`src/rtl/serdes_8b10b_link_init.sv`:
```
`default_nettype none
// ============================================================================
// Module      : serdes_8b10b_link_init
// Description : Link bring-up and supervision controller for the 8b10b SERDES.
//               Sequences datapath reset, TX comma training and RX comma
//               alignment, declares link-up, then watches the RX code-error
//               rate and forces a retrain when it gets too high.
// Ports       : clk_byte     - byte clock
//               rst_n        - asynchronous active-low reset
//               rx_valid     - decoder symbol valid
//               rx_comma     - K28.5 at current boundary (qualified by rx_valid)
//               rx_code_err  - code/disparity error (qualified by rx_valid)
//               pcs_rst_n    - active-low encoder/decoder datapath reset
//               tx_idle_en   - transmit idle/comma ordered sets
//               rx_align_en  - enable word-aligner boundary search
//               link_up      - link trained and healthy
//               retrain_cnt  - ERR_RECOVER entries, saturating at 255
//               state        - encoded FSM state for debug
// Revision    : 1.0 - initial release
// ============================================================================
module serdes_8b10b_link_init #(
  parameter int PCS_RST_CYCLES   = 16,
  parameter int TRAIN_CYCLES     = 1024,
  parameter int COMMA_LOCK_COUNT = 8,
  parameter int ALIGN_TIMEOUT    = 4096,
  parameter int ERR_WINDOW       = 256,
  parameter int ERR_THRESH       = 4
) (
  input  logic       clk_byte,
  input  logic       rst_n,
  input  logic       rx_valid,
  input  logic       rx_comma,
  input  logic       rx_code_err,
  output logic       pcs_rst_n,
  output logic       tx_idle_en,
  output logic       rx_align_en,
  output logic       link_up,
  output logic [7:0] retrain_cnt,
  output logic [2:0] state
);

  // The phase counter is shared by RESET, TX_TRAIN, RX_ALIGN and ERR_RECOVER,
  // so it is sized for the longest of those dwell times.
  localparam int PH_MAX_A = (PCS_RST_CYCLES > TRAIN_CYCLES) ? PCS_RST_CYCLES : TRAIN_CYCLES;
  localparam int PH_MAX   = (PH_MAX_A > ALIGN_TIMEOUT) ? PH_MAX_A : ALIGN_TIMEOUT;
  localparam int PH_W     = $clog2(PH_MAX + 1);
  localparam int CM_W     = $clog2(COMMA_LOCK_COUNT + 1);
  localparam int WN_W     = $clog2(ERR_WINDOW + 1);
  localparam int ER_W     = $clog2(ERR_THRESH + 1);

  localparam logic [PH_W-1:0] c_pcs_last   = PH_W'(PCS_RST_CYCLES - 1);
  localparam logic [PH_W-1:0] c_train_last = PH_W'(TRAIN_CYCLES - 1);
  localparam logic [PH_W-1:0] c_align_last = PH_W'(ALIGN_TIMEOUT - 1);
  localparam logic [CM_W-1:0] c_lock_last  = CM_W'(COMMA_LOCK_COUNT - 1);
  localparam logic [WN_W-1:0] c_win_last   = WN_W'(ERR_WINDOW - 1);
  localparam logic [ER_W-1:0] c_thresh     = ER_W'(ERR_THRESH);

  typedef enum logic [2:0] {
    ST_RESET       = 3'd0,
    ST_TX_TRAIN    = 3'd1,
    ST_RX_ALIGN    = 3'd2,
    ST_LINK_UP     = 3'd3,
    ST_ERR_RECOVER = 3'd4
  } state_t;

  state_t          state_q, state_d;
  logic [PH_W-1:0] phase_q, phase_d;
  logic [CM_W-1:0] comma_q, comma_d;
  logic [WN_W-1:0] win_q, win_d;
  logic [ER_W-1:0] err_q, err_d;
  logic [7:0]      retrain_q, retrain_d;
  logic            pcs_rst_n_q, pcs_rst_n_d;
  logic            tx_idle_en_q, tx_idle_en_d;
  logic            rx_align_en_q, rx_align_en_d;
  logic            link_up_q, link_up_d;

  logic            comma_ok;
  logic            win_wrap;
  logic [ER_W-1:0] err_new;

  always_comb begin
    state_d   = state_q;
    phase_d   = phase_q;
    comma_d   = comma_q;
    win_d     = win_q;
    err_d     = err_q;
    retrain_d = retrain_q;
    comma_ok  = rx_valid & rx_comma & ~rx_code_err;
    win_wrap  = 1'b0;
    err_new   = err_q;

    case (state_q)
      ST_RESET, ST_ERR_RECOVER: begin
        if (phase_q == c_pcs_last) state_d = ST_TX_TRAIN;
        else                       phase_d = phase_q + PH_W'(1);
      end
      ST_TX_TRAIN: begin
        if (phase_q == c_train_last) state_d = ST_RX_ALIGN;
        else                         phase_d = phase_q + PH_W'(1);
      end
      ST_RX_ALIGN: begin
        // An error clears the run even if a comma is flagged alongside it.
        if (rx_valid & rx_code_err) comma_d = '0;
        else if (comma_ok)          comma_d = comma_q + CM_W'(1);
        // Lock is taken on the edge that completes the run and beats timeout.
        if (comma_ok && (comma_q == c_lock_last)) state_d = ST_LINK_UP;
        else if (phase_q == c_align_last)         state_d = ST_ERR_RECOVER;
        else                                      phase_d = phase_q + PH_W'(1);
      end
      ST_LINK_UP: begin
        if (rx_valid) begin
          win_wrap = (win_q == c_win_last);
          win_d    = win_wrap ? '0 : win_q + WN_W'(1);
          // The wrap cycle opens a new window, so its own error seeds it.
          err_new  = win_wrap ? ER_W'(rx_code_err) : err_q + ER_W'(rx_code_err);
          err_d    = err_new;
          if (err_new == c_thresh) state_d = ST_ERR_RECOVER;
        end
      end
      default: state_d = ST_RESET;
    endcase

    if (state_d != state_q) begin
      phase_d = '0;
      comma_d = '0;
      win_d   = '0;
      err_d   = '0;
      if ((state_d == ST_ERR_RECOVER) && (retrain_q != 8'hFF))
        retrain_d = retrain_q + 8'd1;
    end

    // Outputs are decoded from the next state so they register alongside it.
    pcs_rst_n_d   = (state_d == ST_TX_TRAIN) || (state_d == ST_RX_ALIGN) ||
                    (state_d == ST_LINK_UP);
    tx_idle_en_d  = (state_d == ST_TX_TRAIN) || (state_d == ST_RX_ALIGN);
    rx_align_en_d = (state_d == ST_RX_ALIGN);
    link_up_d     = (state_d == ST_LINK_UP);
  end

  always_ff @(posedge clk_byte or negedge rst_n) begin
    if (!rst_n) begin
      state_q       <= ST_RESET;
      phase_q       <= '0;
      comma_q       <= '0;
      win_q         <= '0;
      err_q         <= '0;
      retrain_q     <= '0;
      pcs_rst_n_q   <= 1'b0;
      tx_idle_en_q  <= 1'b0;
      rx_align_en_q <= 1'b0;
      link_up_q     <= 1'b0;
    end else begin
      state_q       <= state_d;
      phase_q       <= phase_d;
      comma_q       <= comma_d;
      win_q         <= win_d;
      err_q         <= err_d;
      retrain_q     <= retrain_d;
      pcs_rst_n_q   <= pcs_rst_n_d;
      tx_idle_en_q  <= tx_idle_en_d;
      rx_align_en_q <= rx_align_en_d;
      link_up_q     <= link_up_d;
    end
  end

  assign pcs_rst_n   = pcs_rst_n_q;
  assign tx_idle_en  = tx_idle_en_q;
  assign rx_align_en = rx_align_en_q;
  assign link_up     = link_up_q;
  assign retrain_cnt = retrain_q;
  assign state       = state_q;

endmodule
`default_nettype wire

```
`config.mk`:
```
export PLATFORM = sky130hd
export DESIGN_NAME = serdes_8b10b_link_init
export DESIGN_NICKNAME = d
export VERILOG_FILES = /design/src/rtl/serdes_8b10b_link_init.sv
export SDC_FILE = /design/constraint.sdc
export NUM_CORES = 1
export LEC_CHECK = 0
export CAP_MARGIN = 5
export CORE_AREA = 2 2 72 74
export CTS_CLUSTER_DIAMETER = 200
export DETAILED_ROUTE_END_ITERATION = 8
export DIE_AREA = 0 0 74 76
export PLACE_DENSITY = 0.72
export SYNTH_ARGS = -nofsm -noshare
export SYNTH_HDL_FRONTEND = slang
export SYNTH_SLANG_ARGS = --single-unit
```
`constraint.sdc`:
```
create_clock -name clk_byte -period 2.5 [get_ports clk_byte]
set_clock_uncertainty 0.1 [all_clocks]
set_input_delay 0.5 -clock clk_byte [delete_from_list [all_inputs] [get_ports clk_byte]]
set_output_delay 0.5 -clock clk_byte [all_outputs]
set_load 0.02 [all_outputs]
```
[Yosys cells after proc, flatten, opt, wreduce, memory -nomap -nowiden]
Cells that the tools add are included.
Storage, ports and cells
  register bits after elaboration: 44
  bits of input ports: 5
  output and inout bits: 15
  word-level logic and storage cells: 79
Cells by class
  add/sub/neg operators: 5
  eq/ne operators: 20
  muxes and demuxes: 25
  bitwise gates (word level): 4
  reductions and logical operators: 15
Operators with widths (count)
  $mux 13: 5
  $pmux 13 s3: 1
  $mux 9: 4
  $mux 3: 10
  $mux 4: 4
  $add 13x1->13 const B: 1
  $eq 13x10->1 const B: 1
  $eq 13x12->1 const B: 1
  $eq 13x4->1 const B: 1
  $eq 3x2->1 const B: 4
  $ne 3x3->1 const B: 4
  $pmux 3 s4: 1
  $add 9x1->9 const B: 1
  $eq 3x3->1 const B: 3
  $eq 9x8->1 const B: 1
  $add 8x1->8 const B: 1
  $ne 8x8->1 const B: 1
  $eq 3x1->1 const B: 2
  $reduce_and 2->1: 3
  $reduce_bool 2->1: 3
  $reduce_and 5->1: 1
  $add 4x1->4 const B: 1
  $eq 4x3->1 const B: 1
  $reduce_bool 4->1: 1
  other kinds (9): 13

[Logic depth before layout (Yosys ltp)]
  depth in word-level cells: 9
  gate-level depth with buffers: 9
  mapped depth without buffers: 8

[Worst setup path before layout]
No wires, ideal clock.
  path kind: input-to-reg
  start point: in rx_code_err
  end point: reg retrain_q[1] (netlist: retrain_cnt[1])
  setup time: 125 ps
  arrival time: 2398 ps
  required time: 2275 ps
  setup slack: -123 ps
  stages on the path: 7
  path buffers: 0
  path through: ha_1 ha_1 or3_1 o31a_2 a21oi_2 and2_4 mux2_4
On the way
  longest elaborated chain between the ends: 9
  elaborated cells on any way between the ends: 14
  classes of those cells: 1 x add/sub; 3 x eq/ne; 5 x mux; 2 x bitwise; 3 x reduce/logical
RTL lines
  start: declaration: RTL line 33  | input logic rx_code_err,
  $add 3x1->3: RTL line 115  | err_new = win_wrap ? ER_W'(rx_code_err) : err_q + ER_W'(rx_code_err);
  $mux 3: RTL line 115
  $eq 3x3->1: RTL line 117  | if (err_new == c_thresh) state_d = ST_ERR_RECOVER;
  $mux 3: RTL line 117
  $mux 3: RTL line 111  | if (rx_valid) begin
  $pmux 3 s4 *: RTL line 92  | case (state_q)
  $eq 3x3->1: RTL line 128  | if ((state_d == ST_ERR_RECOVER) && (retrain_q != 8'hFF))
  $logic_and 1x1->1: RTL line 128
  $reduce_and 2->1 (no line) *
  end signal: assignment: RTL line 158  | retrain_q <= retrain_d;
  end: declaration: RTL line 71  | logic [7:0] retrain_q, retrain_d;
Every way passes the cells marked *; elsewhere a longest branch is shown, timed or not.
A chain may end at the register's enable or synchronous reset.

[Worst setup path in the final report]
Same ends and word-level chain as after synthesis.

==> out/results.ini <==
[synth]
synth-xor-area-share_pct = 4.99
yosys.area_share.simple_pct = 27.1
synth_top_family_by_area = simple AND/OR/NAND/NOR gates
synthMuxAreaShare_pct = 2.24
syn_inst = 254
ys_ff_latch = 44
syn_area_um2 = 2460
ys_seq_area_share_pct = 44.8
synth_area_leader_cell = dfrtp_1
yosysMostFrequentCell = dfrtp_1
syn_area_per_cell_um2 = 9.67
ys_top_cells_by_area = dfrtp_1 (45%), nor2_1 (4.0%), nand3_1 (3.9%)
ys_warn_count = 0
synth_compound_area_share_pct = 15.7
synth_fa_ha_area_share_pct = 3.06
synth_nets = 265
synth_edf_count = 0
synth_common_cells = dfrtp_1 (44), nor2_1 (26), nand2_1 (21)
synth_cell_types = 57
ys.flop_type = dfrtp_1
synth_top_area_share_pct = 44.8
synthArstFlopShare_pct = 100

[worst_setup_path]
rr_endpoint = retrain_cnt[1]
required_ns = 2.59
critPathSlowestCell = o31a_2
rrSetupSlack_ns = 0.13
cp.arrival_ns = 2.51
crit_fanout = 2
startpoint_type = input port
critPathKind = input port to flop
worstPathCellList = dlygate4sd2_1 > ha_2 > ha_4 > xnor2_1 > or3_1 > o31a_2 > a21oi_4 > and2_4 > mux2_4
worstSetupStartpoint = rx_code_err
cp_num_buf_inv = 1
worstSetupEndpoint = retrain_cnt[1]
max_stage_delay_ns = 0.37
reg2regPathDepth = 8
worstSetupPathDepth = 9
regToRegStartpoint = err_q[0]
cpLargestDelayFamily = compound AO/OA/AOI/OAI gates
worstSetupEndpointType = flop

[global_route]
antenna_found_initial = 0
overflow = 0
grt_max_degree = 27
grt_pass1_vias = 2083
grt_pass1_wl_mm = 9.67
grt.total_usage_pct = 21.9

[min_path]
hold_class = input port to async pin

[placement]
gp_congestion = 0.826
portBuffers = 19
hpwl_mm = 4.04
dpl_cell_area_um2 = 2970

[finish]
fill_cells = 397
nNetsFinal = 320
layout-drive-gt1-share_pct = 21.9
insertedDiodeCount = 0
area_growth_syn_to_layout_pct = 26.5
stdcell_area_um2 = 3110

[power]
p_total_w = 0.00122
leakagePower_nw = 1.43
power.density_nw_per_um2 = 394
peakVddDrop_mv = 0.238

[floorplan]
dieArea_um2 = 5620
row_count = 26
die_x_um = 74
die_h_um = 76
initial_core_util_pct = 50.0
fp.coreArea_um2 = 4910
io_pins = 20

[sta]
maxSlewHeadroom_pct = 60.1
rsz0062_at_grt = no
hold_viol = 0
fin_worst_hold_slack_ns = 0.0996
fin_setup_tns_ns = 0
tightest_slew_ns = 0.599
fmax_ghz = 0.414
setup_viol = 0
fin_crit_sh_pct = 96.7
period_needed_ns = 2.42
slew_violations = 0

[drt]
drt_iter0_drc = 181
viasPerCell = 5.57
first_pass_iters = 7
route.detailed.drc = 0
routed-via-count = 2115
ant_nets = 0
drt-total-wl_mm = 5.49
wire_per_inst_um = 14.5

[cts]
cts_max_level = 2
hold_buffers = 0
cts_buffer_depth = 2
root_buffer = clkbuf_8
worstSkewPairLatency_ns = 0.30
numCtsBuffers = 5
cts_tree = yes
clock_sinks = 44
clk_pin_slew_worst_paths_ns = 0.09

[flow_run]
cap_violations = 0

[status]
status = finished, final reports clean

==> layer usage <==
metal  up-vias  GRT usage, %  routed length (um)
li1       1049             -                   -
met1      1016          30.4                2610
met2        41          34.0                2620
met3         9          4.23                 163
met4         0          7.27                  98
met5         -             0                   0
==> repair_timing <==
action,4_1_cts,5_1_grt
setup buffers,0,2
gates resized for setup,1,6
pin swaps,2,4
setup endpoints to repair,27,29
endpoints found under the hold margin,0,0
==> registers in the layout, summed over array words and instances (netlist names) <==
| register | flops |
|---|---|
| link_up | 1 |
| win_q | 9 |
| state | 3 |
| comma_q | 4 |
| phase_q | 13 |
| retrain_cnt | 8 |
| rx_align_en | 1 |
| pcs_rst_n | 1 |
| err_q | 3 |
| tx_idle_en | 1 |
==> placed cells by master (no fill, tap or decap), types with 2 or more instances in the layout <==
cell and instances:
xnor2_1 8, a211oi_1 3, a41oi_1 2, nor3_1 7, and2_1 3, a31oi_1 4, ha_1 4, o2111ai_1 2
mux2i_1 4, clkdlybuf4s50_1 17, dfrtp_1 43, o211ai_1 2, nand3_1 19, a21oi_1 13, o21ai_1 3, nand2_1 21
nor2_1 26, clkbuf_8 6, o21ai_0 9, nand4_1 7, buf_4 38, xor2_1 6, nand3b_1 2, nand2b_1 3
nand4b_1 2, and3b_1 3, or2_2 2, nor2b_1 2, or4_4 2, a22oi_1 2, o211a_1 3, and3_1 7
or3_1 3
==> kinds of logic after synthesis <==
| group | count (synthesis) |
|---|---|
| and+or+nand+nor | 119 |
| AOI/OAI and AO/OA | 56 |
| DFF | 44 |
| xor gates and xnor gates | 14 |
| buffers and inverters | 10 |
| adders and majority gates | 6 |
| muxes | 5 |
==> metrics by stage <==
step,cells,utilization [%],worst slack [ns]
3_3_place_gp,370,60.5,-0.423
5_1_grt,380,63.3,0.0120
3_5_place_dp,370,60.5,-0.437
4_1_cts,378,62.5,0.0396
2_1_floorplan,254,-,0.0284
6_report,380,63.3,0.0835
==> power by group <==
group / total (W) / switching, W / internal (W)
Combinational: 0.0000322 / 0.0000203 / 0.0000119
Sequential: 0.000711 / 0 / 0.000711
Clock: 0.000481 / 0.000255 / 0.000226
Total: 0.00122 / 0.000275 / 0.000949
==> layout make-up <==
type / count / area [um^2] / share of cell area, %
clock buffer: 6 / 82.6 / 2.66
multi-input combinational: 200 / 1350 / 43.4
timing repair buffer: 57 / 469 / 15.1
sequential: 44 / 1100 / 35.5
clock inverter: 2 / 13.8 / 0.443
inverter: 1 / 3.75 / 0.121
tap: 70 / 87.6 / 2.82
==> worst reg2reg max path: stages, from the launching register on <==
cell and delay (ns):
dfrtp_1 0.39, ha_2 0.20, ha_4 0.16, xnor2_1 0.13
or3_1 0.32, o31a_2 0.37, a21oi_4 0.13, and2_4 0.17
mux2_4 0.29
==> worst min-delay path by stage <==
stage	slack [ns]	to	cells after the start
finish	0.1	comma_q[0]	1
global route	0.14	comma_q[0]	1
CTS	0.12	phase_q[2]	1
detailed placement	0.38	comma_q[3]	1
global placement	0.38	retrain_cnt[4]	1
floorplan	0.10	comma_q[0]	0
Note: power is estimated with default switching activity, not from simulation.
